--- config.mk ---
export PLATFORM = sky130hd
export DESIGN_NAME = ddr3_axi_pattern_tester
export DESIGN_NICKNAME = d
export VERILOG_FILES = /design/src/rtl/ddr3_test_pkg.sv /design/src/rtl/ddr3_beat_checker.sv /design/src/rtl/ddr3_axi_pattern_tester.sv
export SDC_FILE = /design/constraint.sdc
export NUM_CORES = 1
export LEC_CHECK = 0
export ABC_AREA = 1
export BUFFER_PORTS_ARGS = -buffer_cell sky130_fd_sc_hd__buf_2
export CAP_MARGIN = 20
export CORE_MARGIN = 2
export CORE_UTILIZATION = 40
export CTS_BUF_LIST = sky130_fd_sc_hd__clkbuf_2
export CTS_CLUSTER_DIAMETER = 60
export DETAILED_ROUTE_END_ITERATION = 16
export GPL_ROUTABILITY_DRIVEN = 1
export PLACE_DENSITY = 0.75
export SYNTH_ARGS = -nofsm -noshare
export SYNTH_HDL_FRONTEND = slang
export SYNTH_SLANG_ARGS = --single-unit
--- constraint.sdc ---
create_clock -name CLK -period 5.75 [get_ports CLK]
set_input_delay 0.575 -clock CLK [delete_from_list [all_inputs] [get_ports CLK]]
set_output_delay 0.575 -clock CLK [all_outputs]
set_load 0.01 [all_outputs]
--- src/rtl/ddr3_test_pkg.sv ---
// Shared types, AXI constants and the test-pattern generator for the DDR3
// pattern tester and its status blocks.
package ddr3_test_pkg;

  typedef enum logic [2:0] {
    S_IDLE,
    S_WA,
    S_WD,
    S_WB,
    S_RA,
    S_RD,
    S_DONE
  } state_t;

  localparam logic [1:0] BURST_INCR = 2'b01;
  localparam logic [1:0] RESP_OKAY  = 2'b00;

  localparam int               ERR_W   = 16;
  localparam logic [ERR_W-1:0] ERR_MAX = '1;

  // Data carried by the beat at byte address addr. Operands are widened to
  // 64 bits so one function serves any ADDR_W/DATA_W up to 64; callers
  // truncate to their data width.
  function automatic logic [63:0] pattern(input logic [63:0] addr,
                                          input logic [63:0] seed);
    return addr ^ seed;
  endfunction

endpackage

--- src/rtl/ddr3_beat_checker.sv ---
// Per-beat fault detection plus the saturating error counter and the
// first-failing-address latch. Kept standalone so a status block can reuse it.
module ddr3_beat_checker
  import ddr3_test_pkg::*;
#(
  parameter int ADDR_W = 32,
  parameter int DATA_W = 32
) (
  input  logic              CLK,
  input  logic              RST_N,
  input  logic              clr,
  input  logic              ev_vld,
  input  logic [ADDR_W-1:0] ev_addr,
  input  logic [DATA_W-1:0] ev_data,
  input  logic [DATA_W-1:0] ev_exp,
  input  logic [1:0]        ev_resp,
  input  logic              ev_last,
  input  logic              ev_exp_last,
  output logic [ERR_W-1:0]  err_count,
  output logic [ADDR_W-1:0] first_err_addr
);

  logic beat_err;

  // Any combination of data, response and last faults is a single error.
  assign beat_err = ev_vld && ((ev_data != ev_exp) ||
                               (ev_resp != RESP_OKAY) ||
                               (ev_last != ev_exp_last));

  // Count errors (sticky at max) and remember where the first one happened.
  always_ff @(posedge CLK or negedge RST_N) begin
    if (!RST_N) begin
      err_count      <= '0;
      first_err_addr <= '0;
    end else if (clr) begin
      err_count      <= '0;
      first_err_addr <= '0;
    end else if (beat_err) begin
      if (err_count == '0)     first_err_addr <= ev_addr;
      if (err_count != ERR_MAX) err_count     <= err_count + 1'b1;
    end
  end

endmodule

--- src/rtl/ddr3_axi_pattern_tester.sv ---
// AXI4 master that writes an address-xor-seed pattern over a region in INCR
// bursts, reads it back and checks every beat. One burst in flight at a time.
module ddr3_axi_pattern_tester
  import ddr3_test_pkg::*;
#(
  parameter int                ADDR_W     = 32,
  parameter int                DATA_W     = 32,
  parameter int                ID_W       = 4,
  parameter int                BURST_LEN  = 16,
  parameter int                NUM_BURSTS = 1024,
  parameter logic [ADDR_W-1:0] BASE_ADDR  = '0
) (
  input  logic                CLK,
  input  logic                RST_N,
  input  logic                start,
  input  logic [DATA_W-1:0]   seed,
  output logic                busy,
  output logic                done,
  output logic                pass,
  output logic [ERR_W-1:0]    err_count,
  output logic [ADDR_W-1:0]   first_err_addr,
  output logic                awvalid,
  input  logic                awready,
  output logic [ID_W-1:0]     awid,
  output logic [ADDR_W-1:0]   awaddr,
  output logic [7:0]          awlen,
  output logic [1:0]          awburst,
  output logic                wvalid,
  input  logic                wready,
  output logic [DATA_W-1:0]   wdata,
  output logic [DATA_W/8-1:0] wstrb,
  output logic                wlast,
  input  logic                bvalid,
  output logic                bready,
  input  logic [ID_W-1:0]     bid,
  input  logic [1:0]          bresp,
  output logic                arvalid,
  input  logic                arready,
  output logic [ID_W-1:0]     arid,
  output logic [ADDR_W-1:0]   araddr,
  output logic [7:0]          arlen,
  output logic [1:0]          arburst,
  input  logic                rvalid,
  output logic                rready,
  input  logic [ID_W-1:0]     rid,
  input  logic [DATA_W-1:0]   rdata,
  input  logic [1:0]          rresp,
  input  logic                rlast
);

  localparam int                BEAT_W      = $clog2(BURST_LEN) + 1;
  localparam int                BCNT_W      = $clog2(NUM_BURSTS) + 1;
  localparam logic [ADDR_W-1:0] BURST_BYTES = ADDR_W'(BURST_LEN * 4);

  state_t              state, nstate;
  logic [DATA_W-1:0]   seed_q;
  logic [ADDR_W-1:0]   burst_addr;
  logic [BCNT_W-1:0]   burst_cnt;
  logic [BEAT_W-1:0]   beat;
  logic [ADDR_W-1:0]   beat_addr;
  logic [DATA_W-1:0]   exp_data;
  logic                last_beat, last_burst, start_acc, idle_like;
  logic                ev_vld, ev_rd;
  logic                unused_ids;

  // Only ID 0 is ever issued, so returned IDs carry no information.
  assign unused_ids = ^{bid, rid};

  assign idle_like  = (state == S_IDLE) || (state == S_DONE);
  assign start_acc  = start && idle_like;
  assign beat_addr  = burst_addr + ADDR_W'({beat, 2'b00});
  assign exp_data   = DATA_W'(pattern(64'(beat_addr), 64'(seed_q)));
  assign last_beat  = (beat == BEAT_W'(BURST_LEN - 1));
  assign last_burst = (burst_cnt == BCNT_W'(NUM_BURSTS - 1));

  // Constant and address/data fields; only the valids/readies depend on state.
  assign awid    = '0;
  assign arid    = '0;
  assign awaddr  = burst_addr;
  assign araddr  = burst_addr;
  assign awlen   = 8'(BURST_LEN - 1);
  assign arlen   = 8'(BURST_LEN - 1);
  assign awburst = BURST_INCR;
  assign arburst = BURST_INCR;
  assign wstrb   = '1;
  assign wdata   = exp_data;
  assign wlast   = last_beat;

  assign busy = !idle_like;
  assign done = (state == S_DONE);
  assign pass = done && (err_count == '0);

  // State register; async reset drops every valid in the same cycle.
  always_ff @(posedge CLK or negedge RST_N) begin
    if (!RST_N) state <= S_IDLE;
    else        state <= nstate;
  end

  // Next-state and channel handshake outputs.
  always_comb begin
    nstate  = state;
    awvalid = 1'b0;
    wvalid  = 1'b0;
    bready  = 1'b0;
    arvalid = 1'b0;
    rready  = 1'b0;
    case (state)
      S_IDLE, S_DONE: if (start) nstate = S_WA;
      S_WA: begin
        awvalid = 1'b1;
        if (awready) nstate = S_WD;
      end
      S_WD: begin
        wvalid = 1'b1;
        if (wready && last_beat) nstate = S_WB;
      end
      S_WB: begin
        bready = 1'b1;
        if (bvalid) nstate = last_burst ? S_RA : S_WA;
      end
      S_RA: begin
        arvalid = 1'b1;
        if (arready) nstate = S_RD;
      end
      S_RD: begin
        rready = 1'b1;
        // Exit on beat count, not rlast: an early rlast is only an error.
        if (rvalid && last_beat) nstate = last_burst ? S_DONE : S_RA;
      end
      default: nstate = S_IDLE;
    endcase
  end

  // Seed, burst address/counter and beat counter bookkeeping.
  always_ff @(posedge CLK or negedge RST_N) begin
    if (!RST_N) begin
      seed_q     <= '0;
      burst_addr <= BASE_ADDR;
      burst_cnt  <= '0;
      beat       <= '0;
    end else begin
      case (state)
        S_IDLE, S_DONE: if (start) begin
          seed_q     <= seed;
          burst_addr <= BASE_ADDR;
          burst_cnt  <= '0;
          beat       <= '0;
        end
        S_WA: if (awready) beat <= '0;
        S_WD: if (wready)  beat <= beat + 1'b1;
        S_WB: if (bvalid) begin
          if (last_burst) begin
            burst_addr <= BASE_ADDR;
            burst_cnt  <= '0;
          end else begin
            burst_addr <= burst_addr + BURST_BYTES;
            burst_cnt  <= burst_cnt + 1'b1;
          end
        end
        S_RA: if (arready) beat <= '0;
        S_RD: if (rvalid) begin
          beat <= beat + 1'b1;
          if (last_beat) begin
            if (last_burst) begin
              burst_addr <= BASE_ADDR;
              burst_cnt  <= '0;
            end else begin
              burst_addr <= burst_addr + BURST_BYTES;
              burst_cnt  <= burst_cnt + 1'b1;
            end
          end
        end
        default: ;
      endcase
    end
  end

  // Write responses are checked per burst, read beats per beat; both feed
  // the same error bookkeeping so the count covers the whole pass.
  assign ev_rd  = (state == S_RD);
  assign ev_vld = ((state == S_WB) && bvalid) || (ev_rd && rvalid);

  ddr3_beat_checker #(
    .ADDR_W(ADDR_W),
    .DATA_W(DATA_W)
  ) u_chk (
    .CLK           (CLK),
    .RST_N         (RST_N),
    .clr           (start_acc),
    .ev_vld        (ev_vld),
    .ev_addr       (ev_rd ? beat_addr : burst_addr),
    .ev_data       (ev_rd ? rdata : '0),
    .ev_exp        (ev_rd ? exp_data : '0),
    .ev_resp       (ev_rd ? rresp : bresp),
    .ev_last       (ev_rd && rlast),
    .ev_exp_last   (ev_rd && last_beat),
    .err_count     (err_count),
    .first_err_addr(first_err_addr)
  );

endmodule

==> reports/qor.yml, run 1 <==
floorplan.die.height_um: 153
final.fill_count: 2250
wl_met2_mm: 12.9
tritoncts: "done"
syn-cell-area_mm2: 0.00884
final_period_minus_worst_setup_slack_ps: 3660
fin_skew_ps: 40.8
post_cts_resize_count: 0
first_pass_grt_wire_length_mm: 43.3
synth_area_per_cell_um2: 6.64
gp_routability_congestion: 0.947
routed_wl_mm: 27.7
async_reset_ff_share_pct: 100
postCtsHoldBufs: 12
leakage_nw: 5.72
synthesis.yosys.warnings: 0
multiInputGateArea_mm2: 0.00452
holdPathEnd: "seed_q[21]$_DFFE_PN0P_"
pre_cts_slack_ps: 2240
die_area_mm2: 0.0233
grt_setup_unrepaired: "false"
grt.overflow.total: 0
finalHoldViolCount: 0
arrival_ps: 4330
power.density_cell_area_mw_per_mm2: 330
wl_met3_mm: 2.10
core_mm2: 0.0218
ctsRootBufferMaster: "sky130_fd_sc_hd__clkbuf_2"
critPathKind: "register to register"
grt_pass1_vias: 8284
max_slew_violation_count: 0
startpoint_type: "register"
synth-main-ff-cell: "sky130_fd_sc_hd__dfrtp_1"
first_pass_iters: 5
synth_enable_flop_cells: 0
maxSlewHeadroom_pct: 34.9
fin_worst_setup_slack_ps: 2090
final_net_count: 1616
postSynthRegisterBits: 124
synth.yosys.seq_area_share_pct: 35.1
row_count: 54
vias: 9186
layout-area-overhead-vs-synth_pct: 14.9
regToRegSetupSlack_ps: 2090
cts_post_setup_buffers_inserted: 0
clock_tree.htree_level_count: 4
min_path_cells: 3
fp.dieW_um: 153
drt_drc_violations_left: 0
post_synth_inst_count: 1331
clk_latency_ps: 740
holdCritPathClass: "input pin to register"
count_of_antenna_violating_nets_left_after_detailed_routing: 0
all_layer_global_routing_usage_pct: 23.3
drv.max_cap_violation_count: 0
start_util_pct: 40.6
timing.final.crit_share_pct: 63.6
clk_transition_reported_paths_ps: 220
fmax_ghz: 0.274
clock_tree.buffer_depth: 2
timing.critical_path.required_ps: 6430
critical_path.endpoint_type: "register"
reg2reg_depth: 14
drt-wirelength-per-cell_um: 15.2
critical_path.reg2reg.startpoint: "state[2]$_DFFE_PN0P_"
port_buffers: 217
grt_max_degree: 84
cts-buffers-inserted: 17
synth_cell_type_count: 45
status: "finished clean"
antenna_violations_before_repair: 2
drive_gt1_share_pct: 19.1
clock_sinks: 124
layout.area.seq_mm2: 0.00310
worst_r2r_endpoint: "u_chk.first_err_addr[14]$_DFFE_PN0P_"
dp_hpwl_mm: 21.1
hold_path_startpoint: "seed[21]"
vdd.ir_drop.worst_mv: 0.193
pin_count: 270
tightest_pin_transition_ps: 976
post_drt_via_cell_ratio: 5.05
drt-initial-drc-count: 654
wl_met1_mm: 12.0
dr.max_layer_used: "met4"
finalSetupTns_ps: 0
worst-path-max-fanout: 42
setup_viols_final: 0
==> flip-flops by register name, indices dropped and copies added, names as in the netlist <==
signal	count
seed_q	32
state	3
u_chk.first_err_addr	31
araddr	26
beat	5
burst_cnt	11
u_chk.err_count	16
==> Yosys cell counts, types with 9 or more instances <==
cell                         n  area (um2)
sky130_fd_sc_hd__nand2_1   408        1530
sky130_fd_sc_hd__inv_1     168         631
sky130_fd_sc_hd__nand3_1   167         836
sky130_fd_sc_hd__dfrtp_1   124        3100
sky130_fd_sc_hd__nor2_1    115         432
sky130_fd_sc_hd__buf_4      77         578
sky130_fd_sc_hd__o21ai_0    63         315
sky130_fd_sc_hd__a21oi_1    41         205
sky130_fd_sc_hd__clkbuf_1   15        56.3
sky130_fd_sc_hd__nor2_2     13        81.3
sky130_fd_sc_hd__xor2_1     13         114
sky130_fd_sc_hd__buf_2      11        55.1
sky130_fd_sc_hd__nor3_1     10        50.1
sky130_fd_sc_hd__o22ai_1     9        56.3
==> cells by family after synthesis <==
kind of cell / synth area share (%)
buffers and inverters: 15.6
DFF: 35.1
xor gates and xnor gates: 1.49
AOI/OAI and AO/OA: 9.43
other: 0.0850
and+or+nand+nor: 37.1
adders and majority gates: 1.13
==> cells in the final DEF (no fill, tap or decap), types with 5 or more instances in the layout <==
| cell | synthesis | routed |
|---|---|---|
| sky130_fd_sc_hd__nor2_2 | 13 | 13 |
| sky130_fd_sc_hd__o211ai_1 | 5 | 5 |
| sky130_fd_sc_hd__buf_4 | 77 | 7 |
| sky130_fd_sc_hd__a21oi_1 | 41 | 41 |
| sky130_fd_sc_hd__nor2_4 | 4 | 5 |
| sky130_fd_sc_hd__dfrtp_1 | 124 | 124 |
| sky130_fd_sc_hd__buf_2 | 11 | 216 |
| sky130_fd_sc_hd__a211oi_1 | 8 | 8 |
| sky130_fd_sc_hd__xor2_1 | 13 | 13 |
| sky130_fd_sc_hd__nor3_1 | 10 | 10 |
| sky130_fd_sc_hd__nand4_1 | 6 | 6 |
| sky130_fd_sc_hd__clkbuf_2 | 0 | 20 |
| sky130_fd_sc_hd__nand3b_1 | 8 | 8 |
| sky130_fd_sc_hd__conb_1 | 2 | 44 |
| sky130_fd_sc_hd__o22ai_1 | 9 | 9 |
| sky130_fd_sc_hd__dlygate4sd3_1 | 0 | 14 |
| sky130_fd_sc_hd__o21ai_0 | 63 | 63 |
| sky130_fd_sc_hd__nand2_2 | 8 | 8 |
| sky130_fd_sc_hd__inv_1 | 168 | 168 |
| sky130_fd_sc_hd__o21a_1 | 6 | 6 |
| sky130_fd_sc_hd__nand2_1 | 408 | 408 |
| sky130_fd_sc_hd__nand3_1 | 167 | 167 |
| sky130_fd_sc_hd__inv_2 | 6 | 6 |
| sky130_fd_sc_hd__ha_1 | 8 | 8 |
| sky130_fd_sc_hd__nor2_1 | 115 | 114 |
==> critical path, cell delays in order, from the launching register on <==
cell and delay [ps]:
sky130_fd_sc_hd__dfrtp_1 480, sky130_fd_sc_hd__inv_1 150, sky130_fd_sc_hd__nor2_2 70, sky130_fd_sc_hd__inv_1 360, sky130_fd_sc_hd__nand2_1 200, sky130_fd_sc_hd__inv_1 110, sky130_fd_sc_hd__a21oi_1 70, sky130_fd_sc_hd__nand2_1 650
sky130_fd_sc_hd__nor2_4 40, sky130_fd_sc_hd__inv_2 300, sky130_fd_sc_hd__buf_4 480, sky130_fd_sc_hd__o21ai_0 150, sky130_fd_sc_hd__a21oi_1 350, sky130_fd_sc_hd__nand2_1 90, sky130_fd_sc_hd__nand2_1 60
==> metrics by stage <==
| step | total power, W | utilization (%) | instances | cell area, um2 | hold slack [ps] |
|---|---|---|---|---|---|
| after floorplan | 0.00228 | - | 1373 | 8990 | 279 |
| after global placement | 0.00271 | 44.9 | 1769 | 9760 | 476 |
| after detailed placement | 0.00275 | 44.9 | 1769 | 9760 | 489 |
| after CTS | 0.00335 | 46.5 | 1813 | 10100 | 1.21 |
| after global routing | 0.00362 | 46.7 | 1818 | 10200 | 0.526 |
| final | 0.00335 | 46.7 | 1818 | 10200 | 43.0 |
==> report_power, final <==
| group | internal (W) | switching (W) |
|---|---|---|
| Clock | 0.000240 | 0.000357 |
| Sequential | 0.00102 | 0.000109 |
| Combinational | 0.000473 | 0.00115 |
==> area by class of cell <==
type                       count  area share, %
multi-input combinational    968           44.5
timing repair buffer         238           12.6
clock inverter                13           1.48
inverter                     174           6.43
antenna                        2         0.0493
sequential                   124           30.6
tap                          280           3.45
clock buffer                  19          0.937
==> per-layer routing <==
layer | vias to the layer above | global-route usage [%]
li1 | 4508 | -
met1 | 4253 | 31.7
met2 | 375 | 37.0
met3 | 50 | 4.35
met4 | 0 | 8.20
met5 | - | 0
==> worst max path at each step <==
stage	start	slack [ps]	to	cells past startpoint
2_1_floorplan	araddr[6]$_DFFE_PN0P_	3300	u_chk.first_err_addr[14]$_DFFE_PN0P_	21
3_3_place_gp	state[2]$_DFFE_PN0P_	2320	u_chk.first_err_addr[14]$_DFFE_PN0P_	14
3_5_place_dp	state[2]$_DFFE_PN0P_	2240	u_chk.first_err_addr[14]$_DFFE_PN0P_	14
4_1_cts	state[2]$_DFFE_PN0P_	2170	u_chk.first_err_addr[14]$_DFFE_PN0P_	14
5_1_grt	state[2]$_DFFE_PN0P_	1880	u_chk.first_err_addr[14]$_DFFE_PN0P_	14
6_report	state[2]$_DFFE_PN0P_	2090	u_chk.first_err_addr[14]$_DFFE_PN0P_	14
(Power assumes the default switching activity.)
==> inputs of run 2 (changes only) <==
- ABC_AREA: 1 -> 0
- clock period: 5.75 -> 3.43 ns (I/O delays scaled with it)
==> run 2 against run 1 <==
  * Power up 67%
  * Clock-buffer cell count decreased by 2
  * Die area fell by 4.2%
  * Routed wire length is 5.1% lower
  * Register-to-register slack worse by 2000 ps
  * Sequential power rose by 69%
  * Core utilization grew 3.7 points
  * Via count decreased by 13%
  * Critical path type unchanged
  * Largest power group unchanged
  * Highest routed layer unchanged
==> reports/qor.yml, run 2 <==
status: "finished clean"  # unchanged
synth-main-ff-cell: "sky130_fd_sc_hd__dfrtp_1"  # unchanged
power.density_cell_area_mw_per_mm2: 534  # was 330 mW/mm2
floorplan.die.height_um: 149  # was 153 um
cts-buffers-inserted: 17  # unchanged
critical_path.endpoint_type: "register"  # unchanged
drive_gt1_share_pct: 29.2  # was 19.1%
grt_most_used_layer: "met2"  # unchanged
maxSlewHeadroom_pct: 27.8  # was 34.9%
clock_tree.htree_level_count: 4  # unchanged
syn-cell-area_mm2: 0.00846  # was 0.00884 mm2
tritoncts: "done"  # unchanged
vias: 8016  # was 9186
top_register: "seed_q"  # unchanged
core_mm2: 0.0209  # was 0.0218 mm2
largest_register_ffs: 32  # unchanged
post_synth_most_frequent_cells: "172 x sky130_fd_sc_hd__nand2_1, 124 x sky130_fd_sc_hd__dfrtp_1, 79 x sky130_fd_sc_hd__buf_4, 79 x sky130_fd_sc_hd__nor2_1, 59 x sky130_fd_sc_hd__o21ai_0"  # was 408 x sky130_fd_sc_hd__nand2_1, 168 x sky130_fd_sc_hd__inv_1, 167 x sky130_fd_sc_hd__nand3_1, 124 x sky130_fd_sc_hd__dfrtp_1, 115 x sky130_fd_sc_hd__nor2_1
ctsRootBufferMaster: "sky130_fd_sc_hd__clkbuf_2"  # unchanged
drv.max_cap_violation_count: 0  # unchanged
setup_viols_final: 0  # unchanged
final_period_minus_worst_setup_slack_ps: 3350  # was 3660 ps
global_route_met1_utilization_pct: 29.4  # was 31.7%
pin_count: 270  # unchanged
start_util_pct: 40.5  # was 40.6%
arrival_ps: 4010  # was 4330 ps
fmax_ghz: 0.298  # was 0.274 GHz
synth_cell_type_count: 77  # was 45
synth.yosys.seq_area_share_pct: 36.7  # was 35.1%
fp.dieW_um: 149  # was 153 um
clock_tree.buffer_depth: 2  # unchanged
holdCritPathClass: "input pin to register"  # unchanged
synth_enable_flop_cells: 0  # unchanged
final_net_count: 1327  # was 1616
final.fill_count: 2009  # was 2250
max_slew_violation_count: 0  # unchanged
postSynthRegisterBits: 124  # unchanged
worst-path-max-fanout: 16  # was 42
critPathKind: "register to register"  # unchanged
drt_drc_violations_left: 0  # unchanged
startpoint_type: "register"  # unchanged
count_of_antenna_violating_nets_left_after_detailed_routing: 0  # unchanged
layout.cells.most_common: "sky130_fd_sc_hd__buf_2"  # was sky130_fd_sc_hd__nand2_1
clk_latency_ps: 730  # was 740 ps
fin_skew_ps: 26.2  # was 40.8 ps
post_drt_via_cell_ratio: 5.26  # was 5.05
multiInputGateArea_mm2: 0.00471  # was 0.00452 mm2
finalHoldViolCount: 0  # unchanged
synthesis.yosys.warnings: 0  # unchanged
grtUsageMet3_pct: 4.51  # was 4.35%
worst_hold_slack_across_all_endpoints_ps: 186  # was 43.0 ps
timing.final.crit_share_pct: 97.8  # was 63.6%
async_reset_ff_share_pct: 100  # unchanged
dp_hpwl_mm: 19.2  # was 21.1 mm
met2_usage_pct: 37.8  # was 37.0%
grt_max_degree: 56  # was 84
vdd.ir_drop.worst_mv: 0.379  # was 0.193 mV
grt.overflow.total: 0  # unchanged
clock_sinks: 124  # unchanged
die_area_mm2: 0.0223  # was 0.0233 mm2
share_of_yosys_cell_area_claimed_by_the_top_area_cell_type_pct: 36.7  # was 35.1%
antenna_violations_before_repair: 3  # was 2
row_count: 53  # was 54
synth.largest_area_cell: "sky130_fd_sc_hd__dfrtp_1"  # unchanged
layout.area.seq_mm2: 0.00311  # was 0.00310 mm2
drt-wirelength-per-cell_um: 17.2  # was 15.2 um
routed_wl_mm: 26.3  # was 27.7 mm
hold_path_startpoint: "wready"  # was seed[21]
synth_area_per_cell_um2: 8.71  # was 6.64 um2
port_buffers: 217  # unchanged
leakage_nw: 5.50  # was 5.72 nW
drt-initial-drc-count: 641  # was 654
cell_count_after_placement: 1450  # was 1769
post_layout_nonfiller_instances: 1525  # was 1818
setup.worst_path.start: "beat[4]$_DFFE_PN0P_"  # was state[2]$_DFFE_PN0P_
first_pass_iters: 5  # unchanged
all_layer_global_routing_usage_pct: 23.0  # was 23.3%
critical_path.reg2reg.startpoint: "beat[4]$_DFFE_PN0P_"  # was state[2]$_DFFE_PN0P_
gp_routability_congestion: 0.959  # was 0.947
layout.cells.most_common_list: "216 x sky130_fd_sc_hd__buf_2, 172 x sky130_fd_sc_hd__nand2_1, 119 x sky130_fd_sc_hd__dfrtp_1"  # was 408 x sky130_fd_sc_hd__nand2_1, 216 x sky130_fd_sc_hd__buf_2, 168 x sky130_fd_sc_hd__inv_1
synth_top_cells_by_area: "sky130_fd_sc_hd__dfrtp_1 37%, sky130_fd_sc_hd__nand2_1 7.6%, sky130_fd_sc_hd__buf_4 7.0%"  # was sky130_fd_sc_hd__dfrtp_1 35%, sky130_fd_sc_hd__nand2_1 17%, sky130_fd_sc_hd__nand3_1 9.5%
grt_pass1_vias: 7463  # was 8284
synth.most_common_cell: "sky130_fd_sc_hd__nand2_1"  # unchanged
tightest_pin_transition_ps: 1080  # was 976 ps
layout-area-overhead-vs-synth_pct: 24.3  # was 14.9%
clk_transition_reported_paths_ps: 200  # was 220 ps
first_pass_grt_wire_length_mm: 39.7  # was 43.3 mm
post_synth_inst_count: 971  # was 1331
timing.critical_path.required_ps: 4090  # was 6430 ps
-- run 2: power by group --
group / switching [W] / total, W / internal [W]
Sequential: 0.000212 / 0.00191 / 0.00170
Clock: 0.000627 / 0.000960 / 0.000333
Combinational: 0.00165 / 0.00275 / 0.00110
Total: 0.00249 / 0.00562 / 0.00313
-- run 2: final cells by class --
type,instances,area share (%)
Antenna cell,3,0.0714
Clock buffer,17,0.809
Clock inverter,15,1.42
Inverter,14,0.500
Multi-Input combinational cell,749,44.8
Sequential cell,124,29.6
Tap cell,275,3.27
Timing Repair Buffer,328,19.5
-- run 2: timing repair --
item	4_1_cts	5_1_grt
hold endpoints to repair	85	0
gates cloned	0	1
endpoints found under the setup margin	12	43
resized for setup	2	22
pin swaps	0	7
hold buffers	33	0
buffers inserted	0	6
-- run 2: critical path: stages, from the launching register on --
cell and delay, ps:
sky130_fd_sc_hd__dfrtp_1 420, sky130_fd_sc_hd__ha_2 230, sky130_fd_sc_hd__nand2_2 130, sky130_fd_sc_hd__or4_4 620, sky130_fd_sc_hd__nor3_2 230, sky130_fd_sc_hd__xnor2_1 150, sky130_fd_sc_hd__nor4_1 60, sky130_fd_sc_hd__buf_4 150
sky130_fd_sc_hd__and4_4 210, sky130_fd_sc_hd__buf_4 140, sky130_fd_sc_hd__a21o_4 260, sky130_fd_sc_hd__or4_1 510, sky130_fd_sc_hd__a21oi_1 180
-- run 2: worst paths after layout --
kind	slack [ps]	endpoint	cells after the start
min reg2reg	530	seed_q[2]$_DFFE_PN0P_	2
max in group asynchronous	2390	u_chk.first_err_addr[10]$_DFFE_PN0P_	3
max	80	u_chk.err_count[10]$_DFFE_PN0P_	12
max reg2reg	80	u_chk.err_count[10]$_DFFE_PN0P_	12
min	190	beat[4]$_DFFE_PN0P_	5
min in group asynchronous	200	state[1]$_DFFE_PN0P_	2
-- run 2: routing by layer --
| metal | share of wire, % | vias up | wire (um) |
|---|---|---|---|
| li1 | - | 3775 | - |
| met1 | 41 | 3852 | 10800 |
| met2 | 48 | 347 | 12700 |
| met3 | 7.7 | 42 | 2030 |
| met4 | 2.8 | 0 | 737 |
| met5 | 0 | - | 0 |
-- run 2: cells by family after synthesis --
family,Yosys count,share of synthesized area [%]
buf+inv,141,10.7
compound gates,159,11.8
simple gates,405,23.3
fa+ha+maj,8,1.18
mux,26,3.09
xor+xnor,106,13.1
other cells,2,0.0888
flops,124,36.7
-- run 2: through the flow --
step | utilization, % | worst slack (ps) | power [W] | area [um2] | TNS [ps]
final | 50.3 | 76.6 | 0.00562 | 10500 | 0
after global routing | 50.3 | -4.03 | 0.00601 | 10500 | -4.03
after CTS | 49.6 | 46.9 | 0.00557 | 10400 | 0
after detailed placement | 46.9 | -22.5 | 0.00457 | 9790 | -60.7
after global placement | 46.9 | 16.9 | 0.00453 | 9790 | 0
after floorplan | - | 269 | 0.00371 | 8620 | 0
==> inputs of run 3 (changes only) <==
- MAX_ROUTING_LAYER: default -> met4
- clock period: 3.43 -> 3.5 ns (I/O delays scaled with it)
==> run 3 against run 2 <==
  * Setup slack improved by 71 ps
  * Sequential cell count unchanged
  * Critical path depth unchanged
  * Global-route usage increased by 0.95 points
==> reports/qor.yml, run 3 (same netlist as run 2, synthesis figures left out) <==
grt_max_degree: 70  # was 56
dp_hpwl_mm: 19.4  # was 19.2 mm
cell_count_after_placement: 1444  # was 1450
worst_r2r_endpoint: "u_chk.err_count[4]$_DFFE_PN0P_"  # was u_chk.err_count[10]$_DFFE_PN0P_
post_drt_via_cell_ratio: 5.22  # was 5.26
maxSlewHeadroom_pct: 40.9  # was 27.8%
first_pass_grt_wire_length_mm: 39.9  # was 39.7 mm
drt-wirelength-per-cell_um: 17.4  # was 17.2 um
vdd.ir_drop.worst_mv: 0.365  # was 0.379 mV
first_pass_iters: 5  # unchanged
pre_cts_slack_ps: -67.0  # was -22.5 ps
floorplan.die.height_um: 149  # unchanged
routed_wl_mm: 26.4  # was 26.3 mm
timing.final.crit_share_pct: 95.8  # was 97.8%
final_net_count: 1318  # was 1327
stage_delay_of_the_slowest_cell_on_the_critical_path_ps: 620  # about the same
critPathKind: "register to register"  # unchanged
finalInstanceArea_mm2: 0.0104  # was 0.0105 mm2
power.share.switching_pct: 45.0  # was 44.4%
power.density_cell_area_mw_per_mm2: 524  # was 534 mW/mm2
combPwrFrac_pct: 49.0  # was 48.9%
core_mm2: 0.0209  # unchanged
vias: 7902  # was 8016
row_count: 53  # unchanged
antenna_violations_before_repair: 2  # was 3
postPlaceCellArea_mm2: 0.00975  # was 0.00979 mm2
status: "finished clean"  # unchanged
holdCritPathClass: "input pin to register"  # unchanged
critical_path.reg2reg.startpoint: "beat[4]$_DFFE_PN0P_"  # unchanged
largest_register_ffs: 32  # unchanged
layout-area-overhead-vs-synth_pct: 22.6  # was 24.3%
holdPathEnd: "beat[1]$_DFFE_PN0P_"  # was beat[4]$_DFFE_PN0P_
clock_sinks: 124  # unchanged
drt-initial-drc-count: 590  # was 641
finalHoldViolCount: 0  # unchanged
gp_routability_congestion: 0.956  # was 0.959
multiInputGateArea_mm2: 0.00466  # was 0.00471 mm2
grt.overflow.total: 0  # unchanged
critPathSlowestCell: "sky130_fd_sc_hd__or4_4"  # unchanged
startpoint_type: "register"  # unchanged
fin_worst_setup_slack_ps: 147  # was 76.6 ps
drt_drc_violations_left: 0  # unchanged
min_path_cells: 5  # unchanged
setup_viols_final: 0  # unchanged
layout.cells.most_common: "sky130_fd_sc_hd__buf_2"  # unchanged
clk_latency_ps: 760  # was 730 ps
grt_setup_unrepaired: "true"
clk_transition_reported_paths_ps: 210  # was 200 ps
die_area_mm2: 0.0223  # unchanged
fin_skew_ps: 43.3  # was 26.2 ps
clock_tree.buffer_depth: 2  # unchanged
count_of_antenna_violating_nets_left_after_detailed_routing: 0  # unchanged
hold_path_startpoint: "wready"  # unchanged
all_layer_global_routing_usage_pct: 23.9  # was 23.0%
final.fill_count: 2027  # was 2009
cts-buffers-inserted: 17  # unchanged
final_period_minus_worst_setup_slack_ps: 3350  # about the same
port_buffers: 217  # unchanged
pin_count: 270  # unchanged
grt_pass1_vias: 7354  # was 7463
arrival_ps: 4030  # was 4010 ps
drv.max_cap_violation_count: 0  # unchanged
regToRegSetupSlack_ps: 150  # was 80 ps
clock_tree.htree_level_count: 4  # unchanged
leakage_nw: 5.42  # was 5.50 nW
start_util_pct: 40.5  # unchanged
timing.critical_path.required_ps: 4180  # was 4090 ps
reg2reg_depth: 12  # unchanged
crit_top_cell: "sky130_fd_sc_hd__buf_4"  # unchanged
drive_gt1_share_pct: 27.9  # was 29.2%
finalSetupTns_ps: 0  # unchanged
max_slew_violation_count: 0  # unchanged
post_layout_nonfiller_instances: 1515  # was 1525
top_register: "seed_q"  # unchanged
worst-path-max-fanout: 8  # was 16
fmax_ghz: 0.298  # about the same
worst_hold_slack_across_all_endpoints_ps: 159  # was 186 ps
fp.dieW_um: 149  # unchanged
tightest_pin_transition_ps: 883  # was 1080 ps
layout.cells.most_common_list: "216 x sky130_fd_sc_hd__buf_2, 172 x sky130_fd_sc_hd__nand2_1, 123 x sky130_fd_sc_hd__dfrtp_1"  # was 216 x sky130_fd_sc_hd__buf_2, 172 x sky130_fd_sc_hd__nand2_1, 119 x sky130_fd_sc_hd__dfrtp_1
ctsRootBufferMaster: "sky130_fd_sc_hd__clkbuf_2"  # unchanged
net_switching_power_figure_w: 0.00245  # was 0.00249 W
tritoncts: "done"  # unchanged
critical_path.endpoint_type: "register"  # unchanged
seq_power_share_pct: 34.8  # was 34.0%
cp_cell_sequence: "ha_2 -> nand2_2 -> or4_4 -> nor2_2 -> xnor3_1 -> nor4_1 -> buf_4 -> and4_4 -> buf_4 -> a21oi_1 -> nand3_1 -> mux2i_1"  # was ha_2 -> nand2_2 -> or4_4 -> nor3_2 -> xnor2_1 -> nor4_1 -> buf_4 -> and4_4 -> buf_4 -> a21o_4 -> or4_1 -> a21oi_1
clock_power_share_pct: 16.2  # was 17.1%
layout.area.seq_mm2: 0.00310  # was 0.00311 mm2
internal_power_w: 0.00299  # was 0.00313 W
[run 3: cell count changes in the layout (fill, tap and decap cells not counted), sizes merged]
cell / before / now
inv: 16 / 17
clkbuf: 17 / 19
clkinv: 9 / 7
bufinv: 2 / 1
buf: 295 / 286
diode: 3 / 2
[run 3: layer usage]
metal	global-route usage [%]	share of wire, %
met1	30.8	42
met2	38.3	48
met3	3.96	6.7
met4	8.48	2.4
met5	-	0
[run 3: area by class of cell]
class	count	area share [%]
multi-input combinational	749	45.0
antenna	2	0.0483
sequential	124	29.9
clock buffer	19	0.917
inverter	14	0.507
timing repair buffer	319	19.2
tap	275	3.32
clock inverter	13	1.15
[run 3: worst max path at each step]
stage	from	end	slack, ps
3_3_place_gp	beat[0]$_DFFE_PN0P_	u_chk.first_err_addr[6]$_DFFE_PN0P_	80
4_1_cts	beat[0]$_DFFE_PN0P_	u_chk.err_count[1]$_DFFE_PN0P_	10
6_report	beat[4]$_DFFE_PN0P_	u_chk.err_count[4]$_DFFE_PN0P_	150
2_1_floorplan	araddr[6]$_DFFE_PN0P_	u_chk.first_err_addr[14]$_DFFE_PN0P_	340
5_1_grt	beat[4]$_DFFE_PN0P_	u_chk.err_count[4]$_DFFE_PN0P_	-20
3_5_place_dp	beat[0]$_DFFE_PN0P_	u_chk.err_count[1]$_DFFE_PN0P_	-70
[run 3: timing repair]
| action | in CTS | in global routing |
|---|---|---|
| pin swaps | 0 | 3 |
| resized for setup | 1 | 7 |
| endpoints found under the hold margin | 87 | 0 |
| cloned | 0 | 1 |
| setup endpoints to repair | 25 | 38 |
| setup buffers | 0 | 3 |
| hold buffers | 33 | 0 |
[run 3: power groups by stage]
stage               combinational [W]  sequential, W  clock (W)
floorplan                     0.00178        0.00186          0
global placement              0.00254        0.00190          0
detailed placement            0.00259        0.00191          0
CTS                           0.00263        0.00188   0.000903
global route                  0.00292        0.00192   0.000961
finish                        0.00266        0.00189   0.000882
[run 3: through the flow]
| stage | utilization, % | power, W |
|---|---|---|
| global placement | 46.7 | 0.00444 |
| global route | 49.6 | 0.00580 |
| CTS | 49.3 | 0.00542 |
| finish | 49.6 | 0.00544 |
| detailed placement | 46.7 | 0.00451 |
| floorplan | - | 0.00364 |
[run 3: critical path: cells and delay by family, from the launching register on]
family	cells	cell delay, ps
xor gates and xnor gates	1	250
and+or+nand+nor	6	1700
adders and majority gates	1	250
buffers and inverters	2	300
AOI/OAI and AO/OA	1	180
DFF	1	420
muxes	1	200
